### config.mk
export PLATFORM = sky130hd
export DESIGN_NAME = fortuna_reseed_ctrl
export DESIGN_NICKNAME = d
export VERILOG_FILES = /design/src/rtl/fortuna_pkg.sv /design/src/rtl/fortuna_ctr128.sv /design/src/rtl/fortuna_reseed_ctrl.sv
export SDC_FILE = /design/constraint.sdc
export NUM_CORES = 1
export LEC_CHECK = 0
export ABC_CLOCK_PERIOD_IN_PS = 3300
export CORE_AREA = 3 3 464 466
export DETAILED_ROUTE_END_ITERATION = 7
export DIE_AREA = 0 0 467 469
export GPL_ROUTABILITY_DRIVEN = 0
export GPL_TIMING_DRIVEN = 0
export HOLD_SLACK_MARGIN = 0.08
export PLACE_DENSITY = 0.41
export SYNTH_ARGS = -nofsm -noshare
export SYNTH_HDL_FRONTEND = slang
export SYNTH_SLANG_ARGS = --single-unit
### constraint.sdc
create_clock -name clk -period 3.3 [get_ports clk]
set_input_delay 0.66 -clock clk [delete_from_list [all_inputs] [get_ports clk]]
set_output_delay 0.66 -clock clk [all_outputs]
set_load 0.005 [all_outputs]
### src/rtl/fortuna_pkg.sv
// Shared Fortuna widths and the reseed controller state encoding.
// Also used by the pool accumulator and the AES generator.
package fortuna_pkg;

    localparam int unsigned KEY_W        = 256;
    localparam int unsigned CTR_W        = 128;
    localparam int unsigned RESEED_CNT_W = 32;

    // Cycles spent in WAIT_LOW before assuming the hash core never drops ready.
    localparam int unsigned WAIT_LOW_MAX = 4;

    typedef enum logic [1:0] {
        StIdle,
        StLaunch,
        StWaitLow,
        StWaitHash
    } reseed_state_e;

endpackage

### src/rtl/fortuna_ctr128.sv
// Fortuna block counter: increments modulo 2^128 but skips 0, which marks "unseeded".
module fortuna_ctr128
    import fortuna_pkg::*;
#(
    parameter logic [CTR_W-1:0] RESET_VAL = '0
) (
    input  logic             clk,
    input  logic             reset,
    input  logic             inc,
    output logic [CTR_W-1:0] ctr
);

    logic [CTR_W-1:0] ctr_q, ctr_d;

    always_comb begin
        ctr_d = ctr_q;
        if (inc) begin
            ctr_d = ctr_q + CTR_W'(1);
            if (ctr_d == '0) begin
                ctr_d = CTR_W'(1);
            end
        end
    end

    always_ff @(posedge clk) begin
        if (reset) begin
            ctr_q <= RESET_VAL;
        end else begin
            ctr_q <= ctr_d;
        end
    end

    assign ctr = ctr_q;

endmodule

### src/rtl/fortuna_reseed_ctrl.sv
// Fortuna reseed controller: drives sha256d, installs the new key, serves AES block counters.
// Define RESEED_TIMER_EN to enforce MIN_RESEED_CYCLES between accepted reseeds.
module fortuna_reseed_ctrl
    import fortuna_pkg::*;
#(
    parameter int unsigned MIN_RESEED_CYCLES = 1000,
    parameter int unsigned TIMER_W           = 32
) (
    input  logic                    clk,
    input  logic                    reset,
    input  logic                    reseed_req,
    input  logic [KEY_W-1:0]        seed_material,
    output logic                    reseed_done,
    output logic                    reseed_reject,
    output logic                    sha_init,
    output logic [KEY_W-1:0]        sha_clear_input,
    input  logic                    sha_ready,
    input  logic [KEY_W-1:0]        sha_hash,
    input  logic                    sha_hash_valid,
    input  logic                    blk_req,
    output logic                    blk_ack,
    output logic [KEY_W-1:0]        key,
    output logic [CTR_W-1:0]        ctr,
    output logic                    seeded,
    output logic [RESEED_CNT_W-1:0] reseed_cnt,
    output logic                    busy
);

    reseed_state_e           state_q, state_d;
    logic [KEY_W-1:0]        key_q, clear_q, clear_d;
    logic [RESEED_CNT_W-1:0] cnt_q;
    logic [1:0]              wait_cnt_q, wait_cnt_d;
    logic                    seeded_q, done_q, reject_q, reject_d, ack_q, ack_d;
    logic                    install, timer_expired;

`ifdef RESEED_TIMER_EN
    logic [TIMER_W-1:0] timer_q;

    assign timer_expired = (timer_q >= TIMER_W'(MIN_RESEED_CYCLES));

    always_ff @(posedge clk) begin
        if (reset) begin
            timer_q <= TIMER_W'(MIN_RESEED_CYCLES);
        end else if (install) begin
            timer_q <= '0;
        end else if (!timer_expired) begin
            timer_q <= timer_q + TIMER_W'(1);
        end
    end
`else
    logic unused_timer_cfg;

    assign unused_timer_cfg = (TIMER_W == 0) || (MIN_RESEED_CYCLES == 0);
    assign timer_expired    = 1'b1;
`endif

    always_comb begin
        state_d    = state_q;
        clear_d    = clear_q;
        wait_cnt_d = wait_cnt_q;
        reject_d   = 1'b0;
        ack_d      = 1'b0;
        install    = 1'b0;
        unique case (state_q)
            StIdle: begin
                // A pending reseed request always takes priority over a block request.
                if (reseed_req) begin
                    if (sha_ready && timer_expired) begin
                        clear_d = key_q ^ seed_material;
                        state_d = StLaunch;
                    end else begin
                        reject_d = 1'b1;
                    end
                end else if (blk_req && seeded_q && !ack_q) begin
                    ack_d = 1'b1;
                end
            end
            StLaunch: begin
                wait_cnt_d = '0;
                state_d    = StWaitLow;
            end
            StWaitLow: begin
                wait_cnt_d = wait_cnt_q + 2'd1;
                if (!sha_ready || (wait_cnt_q == 2'(WAIT_LOW_MAX - 1))) begin
                    state_d = StWaitHash;
                end
            end
            StWaitHash: begin
                if (sha_ready && sha_hash_valid) begin
                    install = 1'b1;
                    state_d = StIdle;
                end
            end
        endcase
        if (reseed_req && (state_q != StIdle)) begin
            reject_d = 1'b1;
        end
    end

    always_ff @(posedge clk) begin
        if (reset) begin
            state_q    <= StIdle;
            clear_q    <= '0;
            wait_cnt_q <= '0;
            key_q      <= '0;
            cnt_q      <= '0;
            seeded_q   <= 1'b0;
            done_q     <= 1'b0;
            reject_q   <= 1'b0;
            ack_q      <= 1'b0;
        end else begin
            state_q    <= state_d;
            clear_q    <= clear_d;
            wait_cnt_q <= wait_cnt_d;
            done_q     <= install;
            reject_q   <= reject_d;
            ack_q      <= ack_d;
            if (install) begin
                key_q    <= sha_hash;
                seeded_q <= 1'b1;
                if (cnt_q != '1) begin
                    cnt_q <= cnt_q + RESEED_CNT_W'(1);
                end
            end
        end
    end

    // The counter advances on key install and in the cycle after each block ack.
    fortuna_ctr128 u_ctr (
        .clk   (clk),
        .reset (reset),
        .inc   (install | ack_q),
        .ctr   (ctr)
    );

    assign reseed_done     = done_q;
    assign reseed_reject   = reject_q;
    assign sha_init        = (state_q == StLaunch);
    assign sha_clear_input = clear_q;
    assign blk_ack         = ack_q;
    assign key             = key_q;
    assign seeded          = seeded_q;
    assign reseed_cnt      = cnt_q;
    assign busy            = (state_q != StIdle);

endmodule

Word level (Yosys, flattened, before mapping)

Cells that the tools add are included.

$add $sub $neg: 3
Equality and inequality tests: 9
Mux-type cells: 14
Bitwise gates (word level): 3
Reduce and logical (&&, ||, !) cells: 15

Operator list:

| kind                    | number |
|---|---|
| $xor 256x256->256       | 1 |
| $add 128x1->128 const B | 1 |
| $logic_not 128->1       | 1 |
| $mux 128                | 1 |
| $add 32x1->32 const B   | 1 |
| $ne 32x32->1 const B    | 1 |
| $mux 2                  | 4 |
| $ne 2x2->1 const B      | 4 |
| $pmux 2 s4              | 1 |
| $mux 1                  | 7 |
| $eq 2x2->1 const B      | 3 |
| $logic_and 1x1->1       | 4 |
| $pmux 2 s2              | 1 |
| $reduce_and 4->1        | 1 |
| $reduce_bool 2->1       | 2 |
| $reduce_and 3->1        | 1 |
| $reduce_or 3->1         | 1 |
| $add 2x1->2 const B     | 1 |
| $eq 2x1->1 const B      | 1 |
| $logic_not 1->1         | 2 |
| $logic_not 2->1         | 1 |
| $reduce_and 2->1        | 1 |
| $logic_or 1x1->1        | 1 |
| $not 1->1               | 1 |
| $or 1x1->1              | 1 |

Register bits after elaboration: 680
Input bits: 518
Output and inout port bits: 678
Word-level logic and storage cells: 54

Logic depth before layout (Yosys ltp)

Depth after elaboration: 4
Depth in mapped cells: 13
Gate-level depth less buffers: 11

By module

Synthesis repeated with hierarchy kept, for this count alone.

Cell total of the unflattened synthesis: 3,821
Area, all modules: 31,048.5 µm²

By module, submodules not included:

| module              | times used | cells each | area an instance (µm²) | seq. area each (µm²) |
|---|---|---|---|---|
| fortuna_reseed_ctrl | 1          | 2,460      | 21,256.6               | 11,050.6 |
| fortuna_ctr128      | 1          | 1,361      | 9,791.9                | 2,562.5 |

Worst setup path before layout

No wires, ideal clock.

Path kind: register to register
Start point: reg u_ctr.ctr_q[0] (netlist: u_ctr.ctr[0])
End point: reg u_ctr.ctr_q[1] (netlist: u_ctr.ctr[1])
Library setup time: 125 ps
Data arrival time: 3,451 ps
Required time: 3,175 ps
Setup slack: -276 ps
Stages on the path, launching flop included: 13
Path buffers: 1
Period minus slack after synthesis: 3,576 ps
Path through: dfxtp_1 -> ha_1 -> and4_1 -> clkbuf_1 -> and4_2 -> nand4_4 -> or4_4 -> or4_1 -> a2111oi_0 -> and4_1 -> nand4_1 -> nor4_2 -> o21ai_1

Cells in the longest elaborated chain, start to end: 3

Ends and longest elaborated chain:

| element                  | RTL line             | RTL |
|---|---|---|
| start: declaration       | fortuna_ctr128.sv:13 | `logic [CTR_W-1:0] ctr_q, ctr_d;` |
| start signal: assignment | fortuna_ctr128.sv:29 | `ctr_q <= ctr_d;` |
| $add 128x1->128 (*)      | fortuna_ctr128.sv:18 | `ctr_d = ctr_q + CTR_W'(1);` |
| $logic_not 128->1        | fortuna_ctr128.sv:19 | `if (ctr_d == '0) begin` |
| $mux 128 (*)             | fortuna_ctr128.sv:19 |  |

Every way passes the cells marked *; elsewhere a longest branch is shown, timed or not.
A chain may end at the register's enable or synchronous reset.

Final worst setup path

Start point: reg u_ctr.ctr_q[39] (netlist: u_ctr.ctr[39])
End point: reg u_ctr.ctr_q[0] (netlist: u_ctr.ctr[0])

Cells in the longest elaborated chain, start to end: 3

Ends and longest elaborated chain:

| element           | RTL line |
|---|---|
| $add 128x1->128   | fortuna_ctr128.sv:18 |
| $logic_not 128->1 | fortuna_ctr128.sv:19 |
| $mux 128          | fortuna_ctr128.sv:19 |

No other way between the ends.

==> results.cfg <==
[synth]
synth_enable_flop_cells = 0
post-synth-top-area-cell = dfxtp_1
synth_fa_ha_area_share_pct = 0.283
ys_types = 73
synth_top_family_by_area = simple AND/OR/NAND/NOR gates
synth_flop_cell = dfxtp_1
async_reset_ff_share_pct = 0
syn_avg_cell_area_um2 = 8.15
mappedNetlistNets = 4320
synth_xor_area_share_pct = 12.7
syn_area_um2 = 30900
ys_seq_elements = 680
seq_area_frac_synth_pct = 44.0
ys_top_cells_by_area = dfxtp_1 44%, xnor2_1 10%, nand2_1 7.8%
yosys.area_share.simple_pct = 25.5
synth_compound_area_share_pct = 13.2
syn_inst = 3795
ys_warn_count = 0
synth_top_area_share_pct = 44.0
muxShareOfSynthArea_pct = 0.231

[global_routing]
grt_pass1_wl_um = 311000
grt_pass1_vias = 34100
track_usage_pct = 20.7
antenna_found_initial = 73
grt_max_degree = 14
overflow = 0

[timing]
drv_slew = 0
tightest_slew_ns = 1.33
rsz0062_at_grt = true
setup_tns_ns = -1.05
slew_headroom_pct = 11.3
setup_viol = 2
skew_ns = 0.0383
min_period_over_period_pct = 116
fmax_mhz = 261
hold_viol_final = 0
period_minus_slack_ns = 3.83
timing.final.ws_setup_ns = -0.529

[clock_tree]
clk_latency_ns = 0.75
clockBufferDepth = 3
cts_hold_buf = 0
cts_tree = done
h-tree-depth = 3
path_clk_slew_ns = 0.06
cts_sinks = 680
root_buffer = clkbuf_16
cts_buffers = 90

[status]
violations = negative setup slack
status = complete, but fails checks

[detailed_routing]
postRouteAntennaNets = 0
drt_pass1_iterations = 6
drc = 0
wl_um = 239000
initialDrtViolationCount = 3374
via_count = 35700
route.detailed.wl_per_inst_um = 29.5
via_per_inst = 4.40

[critical_path]
crit_chain = buf_2, nand2_1, or4_2, nor4_4, buf_4, buf_12, buf_12, nand2_1, xor2_1, o311ai_1, nor3_2, nand4_1, nor4_4, buf_4, o21a_1
required_ns = 3.98
cp-start-kind = register
ff2ff_path_depth = 15
cp_num_buf_inv = 5
arrival_ns = 4.51
timing.critical_path.slowest_cell_delay_ns = 0.77
r2r_start = u_ctr.ctr[39]
critPathKind = reg2reg
cp_top_family = simple AND/OR/NAND/NOR gates
critPathLaunch = u_ctr.ctr[39]
endpoint_kind = register
cp_slowest_cell = or4_2
cp.depth = 15
crit_fanout = 8

[placement]
dp_hpwl_um = 198000
io_buffers = 1194

[floorplanning]
initial_core_util_pct = 14.6
io_pins = 1196
die_x_um = 467
core_area_um2 = 212000
row_count = 169
die_h_um = 469
dieArea_um2 = 219000

[final_layout]
fill_cells = 23200
syn2layout_area_growth_pct = 68.0
drive_gt1_share_pct = 11.1
mostFrequentLayoutCell = clkdlybuf4s50_1
layout_common_cells = 1194 x clkdlybuf4s50_1, 639 x nand2_1, 609 x dfxtp_1, 456 x nor2_1, 359 x xnor2_1
fin_nets = 5711

[power]
ir_worst_vdd_uv = 383
powerDensity_nw_per_um2 = 489
p_leak_nw = 16.6
p_total_mw = 25.4

[hold_path]
hold_depth = 3
hp-start = sha_hash[254]
hp-class = in2reg

[job]
cap_viol_max_count = 0
## what timing repair did
action,4_1_cts,5_1_grt
resized for setup,263,72
buffers inserted,114,32
endpoints found under the setup margin,347,60
pin swaps,67,31
## per-stage QoR
stage | std cells | utilization (%) | cell area, um2 | hold slack, ns | setup WS (ns)
4_1_cts | 8057 | 24.3 | 51500 | 0.372 | -0.475
2_1_floorplan | 3795 | - | 31000 | 0.449 | 0.00225
3_3_place_gp | 7810 | 22.0 | 46500 | 0.457 | -2.42
6_report | 8111 | 24.5 | 51900 | 0.457 | -0.529
3_5_place_dp | 7811 | 22.0 | 46500 | 0.473 | -2.37
5_1_grt | 8090 | 24.5 | 51900 | 0.423 | -0.566
## synth_stat cells (all sizes together), types with 32 or more instances
| cell type | count |
|---|---|
| nand2 | 645 |
| o21ai | 40 |
| or3 | 56 |
| xor2 | 89 |
| nor4 | 75 |
| a211oi | 264 |
| nor2 | 466 |
| nand4 | 117 |
| nand3 | 110 |
| buf | 49 |
| and4 | 32 |
| nor3 | 85 |
| dfxtp | 680 |
| xnor2 | 360 |
| a21oi | 293 |
| clkbuf | 237 |
## power by group
group	leakage (nW)	internal, mW	switching [mW]
Combinational	9.54	2.51	2.71
Clock	1.53	6.32	4.35
Sequential	5.56	8.93	0.572
## layer usage
| metal | global-route usage [%] | wire length, um |
|---|---|---|
| met5 | 0 | 115 |
| met4 | 9.14 | 11400 |
| met3 | 6.41 | 22200 |
| met2 | 34.6 | 113000 |
| met1 | 24.4 | 93100 |
## worst paths after layout
kind,to,slack (ns)
max,u_ctr.ctr[0],-0.53
min,key[254],0.46
max reg2reg,u_ctr.ctr[0],-0.53
min reg2reg,wait_cnt_q[1],0.48
## layout make-up
class	count	area (um2)	share of cell area, %
Multi-Input combinational cell	2810	17000	32.8
Sequential cell	680	13800	26.5
Timing Repair Buffer	1337	13100	25.2
Tap cell	2821	3530	6.80
Clock buffer	130	2610	5.03
Buffer	248	1210	2.33
Clock inverter	32	542	1.04
Antenna cell	34	85.1	0.164
Inverter	19	71.3	0.137
## worst reg2reg max path, cell delays in order (launching register included)
cell,delay (ns)
dfxtp_1,0.35
buf_2,0.24
nand2_1,0.12
or4_2,0.77
nor4_4,0.23
buf_4,0.19
buf_12,0.12
buf_12,0.11
nand2_1,0.06
xor2_1,0.15
o311ai_1,0.25
nor3_2,0.31
nand4_1,0.26
nor4_4,0.33
buf_4,0.18
o21a_1,0.10
## sequential cells by signal (all words and copies together) (netlist names)
name / count
reseed_cnt: 32
reseed_done: 1
key: 256
state_q: 2
seeded: 1
sha_clear_input: 256
wait_cnt_q: 2
reseed_reject: 1
u_ctr.ctr: 128
blk_ack: 1
## kinds of logic after synthesis
family,count (synthesis)
XOR/XNOR,449
flip-flops,680
AND/OR/NAND/NOR,1696
adder cells (fa/ha/maj),7
multiplexers,7
buffers and inverters,305
AO/OA/AOI/OAI,651
Note: power is estimated with default switching activity, not from simulation.
